--- config.mk ---
export PLATFORM = sky130hd
export DESIGN_NAME = branch_predictor_btb
export DESIGN_NICKNAME = d
export VERILOG_FILES = /design/src/rtl/cpu_types_pkg.sv /design/src/rtl/sat_counter.sv /design/src/rtl/branch_predictor_btb.sv
export SDC_FILE = /design/constraint.sdc
export NUM_CORES = 2
export LEC_CHECK = 0
export CAP_MARGIN = 20
export CORE_MARGIN = 4
export CORE_UTILIZATION = 35
export CTS_CLUSTER_DIAMETER = 40
export DETAILED_ROUTE_END_ITERATION = 6
export GPL_TIMING_DRIVEN = 0
export PLACE_DENSITY = 0.58
export SLEW_MARGIN = 20
export SYNTH_ARGS = -nofsm -noshare
export SYNTH_HDL_FRONTEND = slang
export SYNTH_SLANG_ARGS = --single-unit
export TNS_END_PERCENT = 30
--- constraint.sdc ---
create_clock -name CLK -period 46.5 [get_ports CLK]
set_input_delay 6.975 -clock CLK [delete_from_list [all_inputs] [get_ports CLK]]
set_output_delay 6.975 -clock CLK [all_outputs]
set_load 0.005 [all_outputs]
--- src/rtl/cpu_types_pkg.sv ---
// Shared CPU types: branch target buffer entry layout and counter encodings.
// Latency: n/a (types, constants and helpers only).
// Backpressure: n/a.
package cpu_types_pkg;

  // Default BTB geometry for the core; the BTB module takes these as parameter defaults.
  localparam int BTB_ENTRIES = 16;
  localparam int BTB_CNT_W   = 2;
  localparam int BTB_ADDR_W  = 32;
  localparam int BTB_PERF_W  = 16;
  localparam int BTB_IDX_W   = $clog2(BTB_ENTRIES);
  localparam int BTB_TAG_W   = BTB_ADDR_W - BTB_IDX_W - 2;

  // Weakly-taken is the MSB alone; weakly-not-taken sits just below it.
  // With a 1-bit counter these degenerate to 1 and 0 (last-outcome bit).
  function automatic int btb_cnt_weak_t(input int cnt_w);
    return 1 << (cnt_w - 1);
  endfunction

  function automatic int btb_cnt_weak_nt(input int cnt_w);
    return (1 << (cnt_w - 1)) - 1;
  endfunction

  localparam logic [BTB_CNT_W-1:0] BTB_CNT_WEAK_T  = BTB_CNT_W'(btb_cnt_weak_t(BTB_CNT_W));
  localparam logic [BTB_CNT_W-1:0] BTB_CNT_WEAK_NT = BTB_CNT_W'(btb_cnt_weak_nt(BTB_CNT_W));

  // One table entry at the default geometry (for trace/debug consumers).
  typedef struct packed {
    logic                  valid;
    logic [BTB_TAG_W-1:0]  tag;
    logic [BTB_ADDR_W-1:0] target;
    logic [BTB_CNT_W-1:0]  cnt;
  } btb_entry_t;

endpackage

--- src/rtl/sat_counter.sv ---
// Saturating up/down counter with parallel load; load > inc > dec.
// Latency: count changes at the rising edge after inc/dec/load.
// Backpressure: none; inc at max and dec at zero hold the value.
// Ports: clk, rst (async active-high), inc, dec, load, load_val, count.
module sat_counter #(
  parameter int           W       = 2,
  parameter logic [W-1:0] RST_VAL = '0
) (
  input  logic         clk,
  input  logic         rst,
  input  logic         inc,
  input  logic         dec,
  input  logic         load,
  input  logic [W-1:0] load_val,
  output logic [W-1:0] count
);

  localparam logic [W-1:0] MAX_VAL = '1;

  always_ff @(posedge clk or posedge rst) begin
    if (rst) begin
      count <= RST_VAL;
    end else if (load) begin
      count <= load_val;
    end else if (inc) begin
      if (count != MAX_VAL) count <= count + W'(1);
    end else if (dec) begin
      if (count != '0) count <= count - W'(1);
    end
  end

endmodule

--- src/rtl/branch_predictor_btb.sv ---
// Direct-mapped BTB with per-entry saturating direction counters and a mispredict counter.
// Latency: lookup is combinational off registered state; updates visible one cycle later.
// Backpressure: none; every update is absorbed, flush_all wins over a same-cycle update.
// Ports: CLK, nRST (async active-high); lookup_en/lookup_pc -> pred_hit/pred_taken/pred_target;
//        upd_valid/upd_pc/upd_taken/upd_target/upd_mispredict from execute; flush_all; mispred_count.
module branch_predictor_btb
  import cpu_types_pkg::*;
#(
  parameter int ENTRIES = BTB_ENTRIES,
  parameter int CNT_W   = BTB_CNT_W,
  parameter int ADDR_W  = BTB_ADDR_W,
  parameter int PERF_W  = BTB_PERF_W
) (
  input  logic              CLK,
  input  logic              nRST,
  input  logic              lookup_en,
  input  logic [ADDR_W-1:0] lookup_pc,
  output logic              pred_hit,
  output logic              pred_taken,
  output logic [ADDR_W-1:0] pred_target,
  input  logic              upd_valid,
  input  logic [ADDR_W-1:0] upd_pc,
  input  logic              upd_taken,
  input  logic [ADDR_W-1:0] upd_target,
  input  logic              upd_mispredict,
  input  logic              flush_all,
  output logic [PERF_W-1:0] mispred_count
);

  localparam int IDX_W = $clog2(ENTRIES);
  localparam int TAG_W = ADDR_W - IDX_W - 2;

  localparam logic [CNT_W-1:0] CNT_WEAK_T  = CNT_W'(btb_cnt_weak_t(CNT_W));
  localparam logic [CNT_W-1:0] CNT_WEAK_NT = CNT_W'(btb_cnt_weak_nt(CNT_W));

  logic [ENTRIES-1:0] valid_q;
  logic [TAG_W-1:0]   tag_q    [ENTRIES];
  logic [ADDR_W-1:0]  target_q [ENTRIES];
  logic [CNT_W-1:0]   cnt_q    [ENTRIES];

  // Lookup side
  logic [IDX_W-1:0] lk_idx;
  logic [TAG_W-1:0] lk_tag;

  assign lk_idx = lookup_pc[IDX_W+1:2];
  assign lk_tag = lookup_pc[ADDR_W-1:IDX_W+2];

  assign pred_hit    = lookup_en && valid_q[lk_idx] && (tag_q[lk_idx] == lk_tag);
  assign pred_taken  = pred_hit && cnt_q[lk_idx][CNT_W-1];
  assign pred_target = pred_taken ? target_q[lk_idx] : lookup_pc + ADDR_W'(4);

  // Update side
  logic [IDX_W-1:0] upd_idx;
  logic [TAG_W-1:0] upd_tag;
  logic             upd_hit;
  logic             upd_go;

  assign upd_idx = upd_pc[IDX_W+1:2];
  assign upd_tag = upd_pc[ADDR_W-1:IDX_W+2];
  assign upd_hit = valid_q[upd_idx] && (tag_q[upd_idx] == upd_tag);
  assign upd_go  = upd_valid && !flush_all;

  // Byte offset of the resolved PC carries no information for word-aligned MIPS code.
  logic unused_upd_lsb;
  assign unused_upd_lsb = ^upd_pc[1:0];

  always_ff @(posedge CLK or posedge nRST) begin
    if (nRST) begin
      valid_q <= '0;
      for (int i = 0; i < ENTRIES; i++) begin
        tag_q[i]    <= '0;
        target_q[i] <= '0;
      end
    end else if (flush_all) begin
      // Only valid bits are cleared; tags and targets are dead until reallocated.
      valid_q <= '0;
    end else if (upd_valid) begin
      if (upd_hit) begin
        if (upd_taken) target_q[upd_idx] <= upd_target;
      end else if (upd_taken) begin
        valid_q[upd_idx]  <= 1'b1;
        tag_q[upd_idx]    <= upd_tag;
        target_q[upd_idx] <= upd_target;
      end
    end
  end

  // Direction counters: train on hits, restart at weakly-taken on allocation.
  for (genvar e = 0; e < ENTRIES; e++) begin : g_cnt
    logic sel;
    assign sel = upd_go && (upd_idx == IDX_W'(e));

    sat_counter #(
      .W       (CNT_W),
      .RST_VAL (CNT_WEAK_NT)
    ) u_cnt (
      .clk      (CLK),
      .rst      (nRST),
      .inc      (sel && upd_hit && upd_taken),
      .dec      (sel && upd_hit && !upd_taken),
      .load     (sel && !upd_hit && upd_taken),
      .load_val (CNT_WEAK_T),
      .count    (cnt_q[e])
    );
  end

  // Mispredicts are a performance event of the execute stage, so they are counted
  // even in a cycle where flush_all drops the table update.
  sat_counter #(
    .W       (PERF_W),
    .RST_VAL ('0)
  ) u_mispred (
    .clk      (CLK),
    .rst      (nRST),
    .inc      (upd_valid && upd_mispredict),
    .dec      (1'b0),
    .load     (1'b0),
    .load_val ('0),
    .count    (mispred_count)
  );

endmodule

==> summary.txt <==
nets@finish = 4,042
CORE AREA = 0.144 mm^2
Int Pwr = 1.99 mW
routed length per instance = 30.0 um
FP Rows = 139
Syn-to-layout area delta = 20.2%
setup violators final = 0
design area = 0.0608 mm^2
Max VDD drop = 0.0362 mV
dpl cells = 5,673
WL met3 = 16.0 mm
Overflow after GRT = 0
EDFF count, synth = 0
warning count from the yosys run = 0
pwr dens = 44.9 mW/mm^2
CTS Hold Bufs = 0
routability cong. = 0.922
CTS buffer count = 165
category of the most critical setup path = in2out
DR pass1 iterations = 7
Seq pwr share = 0.384
Distinct cells, synth = 74
Sink Count = 992
cell area after synthesis = 0.0506 mm^2
DR vias/cell = 5.75
Seq/Total Area, Yosys = 0.491
Clk Tree Root Cell = clkbuf_16
DRT Wirelength = 180 mm
Synth Area per Inst = 14.0 um^2
Static Leak = 27.4 nW
multi-input logic area = 0.0243 mm^2
Util after Layout = 0.424
first-pass GRT wire length = 260 mm
Req. time, crit path = 39.52 ns
RSZ-0062 raised after global routing = no
DR iter-0 viols = 3,303
Psw = 0.744 mW
Slew @ Worst Pin = 1.25 ns
Fillers = 13,200
critical path capture point type = output port
drt drc = 1
CP startpoint kind = primary input
critical-path maximum fanout = 10
ys async rst share = 1.00
CTS clock-pin slew for the worst setup and hold paths = 0.05 ns
share of layout cells above drive strength 1 = 0.408
post-synthesis cell count = 3,617
storage element area = 0.0248 mm^2
Max Cap Violations = 0
Pwr Total = 2.73 mW
Rel. slew slack = 0.165
CTS tree = done
post-route minimum period = 21.94 ns
M1 WL = 74.4 mm
initial antenna violation count = 16
combinational fraction of design power = 0.138
HPWL after DPL = 120 mm
port bufs = 137
post-placement cell area = 0.0548 mm^2
Die Wd = 388 um
met2 WL = 82.2 mm
Clock Tree Buf Depth = 3
setup bufs post-CTS = 0
Clock Power Share = 0.478
# IOs = 153
failing checks = design-rule violations
post-CTS sizing = 0
die area = 0.151 mm^2
later-pin clock latency in the skew report = 0.81 ns
number of global-route vias before repair = 35,500
Final Hold Viols = 0
post-synth net total = 3,722
GRT Overall Usage = 0.237
WP data arrival = 14.97 ns
Antenna Nets Post-Route = 0
via count = 34,400
run status = complete, but fails checks
number of H-tree levels = 4
period utilisation layout = 0.472
Final Non-Filler Cells = 5,994
Net Sw Frac = 0.272
Peak Freq = 0.0456 GHz
skew final = 0.0680 ns
Worst Hold Class = reg2reg
Final Max Tran Viols = 0
largest net degree at the start of global routing = 105
Synth Flop Type = dfrtp_1
uppermost layer routed = met5
Starting Density = 0.352
die height = 388 um
Synth Register Bits = 992
-- final timing paths --
path | from | end | slack (ns) | depth (start not counted)
hold reg to reg | target_q[10] | target_q[10] | 0.47 | 2
min in group asynchronous | nRST | tag_q[350] | 6.75 | 3
hold / removal | target_q[10] | target_q[10] | 0.47 | 2
setup reg to reg | tag_q[111] | tag_q[360] | 41.85 | 11
max in group asynchronous | nRST | target_q[507] | 37.54 | 7
setup / recovery | lookup_pc[3] | pred_target[12] | 24.56 | 16
-- cells in the final DEF (no fill, tap or decap), types with 11 or more instances in the layout --
cell type / count
dfrtp_1: 976
mux2_2: 790
nand2_1: 447
mux4_2: 357
clkbuf_1: 182
clkbuf_16: 165
mux2i_1: 148
clkdlybuf4s50_1: 137
nor2_1: 68
buf_2: 67
o21ai_0: 48
xnor2_1: 47
xor2_1: 40
mux2_4: 38
nand3_1: 35
buf_4: 24
clkbuf_8: 22
clkinv_2: 22
a31oi_1: 21
bufinv_16: 19
nor3_1: 18
a21oi_1: 18
clkbuf_2: 18
inv_1: 17
inv_6: 17
and3_1: 16
clkinvlp_4: 16
dfstp_2: 16
clkinv_4: 15
nand4_1: 14
a22oi_1: 13
o22ai_1: 13
clkinv_16: 13
buf_6: 12
nor2b_1: 12
a22o_1: 11
nand2b_1: 11
a21o_1: 11
buf_16: 11
-- power groups by stage --
| stage | Sequential [mW] | Combinational (mW) | Clock (mW) |
|---|---|---|---|
| floorplan | 1.04 | 0.264 | 0 |
| global placement | 1.06 | 0.366 | 0 |
| CTS | 1.05 | 0.377 | 1.32 |
| detailed placement | 1.06 | 0.376 | 0 |
| global route | 1.06 | 0.404 | 1.37 |
| finish | 1.05 | 0.378 | 1.31 |
-- cells by family after synthesis --
logic type,count (synthesis),share of synthesized area
adders and majority gates,2,0.000494
muxes,1342,0.378
xor gates and xnor gates,87,0.0151
buffers and inverters,318,0.0298
AOI/OAI and AO/OA,199,0.0274
and+or+nand+nor,677,0.0581
DFF,992,0.491
-- Yosys cell counts, drive strengths merged, types with 4 or more instances --
master,n,share of area
mux2,834,0.19
o31ai,5,0.00094
nand2b,11,0.0014
a221oi,7,0.0013
buf,118,0.015
a21oi,18,0.0018
mux2i,148,0.029
a22oi,13,0.0019
inv,18,0.0013
nor4,8,0.00099
and2,9,0.0012
o22ai,13,0.0016
dfrtp,976,0.48
xnor2,47,0.0081
nor2,78,0.0063
clkbuf,182,0.014
nor3,26,0.0032
and4,5,0.00087
mux4,360,0.16
o22a,6,0.0010
nor2b,12,0.0015
a22o,11,0.0019
o21ai,48,0.0047
a21o,11,0.0016
a31oi,21,0.0026
a211oi,9,0.0013
nand3,35,0.0035
dfstp,16,0.0083
nand4,14,0.0017
and3,16,0.0020
xor2,40,0.0069
o2bb2ai,4,0.00069
nand2,447,0.033
-- worst max-delay path: stages --
cell and delay, ns:
clkdlybuf4s50_1 0.93, buf_2 0.49, buf_2 0.45, buf_2 0.57, buf_1 0.90, clkbuf_2 0.71, a211oi_1 0.19, a21oi_1 0.86
xnor2_1 0.20, nand3_1 0.15, nor3_4 0.68, and2_1 0.22, buf_2 0.26, buf_2 0.40, o21ai_0 0.38, clkdlybuf4s50_1 0.58
-- layer usage --
metal	vias to the layer above	global-route usage
li1	14100	-
met2	1575	0.365
met4	10	0.0919
met1	18400	0.317
met3	402	0.0697
met5	-	0
-- area by class of cell --
cell class | instances | share of cell area
Antenna cell | 10 | 0.000411
Multi-Input combinational cell | 2307 | 0.399
Buffer | 300 | 0.0244
Tap cell | 1903 | 0.0391
Sequential cell | 992 | 0.408
Clock buffer | 203 | 0.0738
Clock inverter | 108 | 0.0254
Timing Repair Buffer | 153 | 0.0284
Inverter | 18 | 0.00123
-- state kept, by name, indices dropped and copies added, names as in the netlist --
signal             flops
target_q             512
tag_q                416
g_cnt.u_cnt.count     32
u_mispred.count       16
valid_q               16
-- per-stage QoR --
step                setup WS, ns  hold slack (ns)  setup TNS [ns]
global placement           -1.44            0.454        -1218.05
finish                     24.56            0.468               0
floorplan                  11.64            0.441               0
CTS                        24.70            0.473               0
detailed placement         24.72            0.459               0
global route               24.48            0.495               0
(Power assumes the default switching activity.)
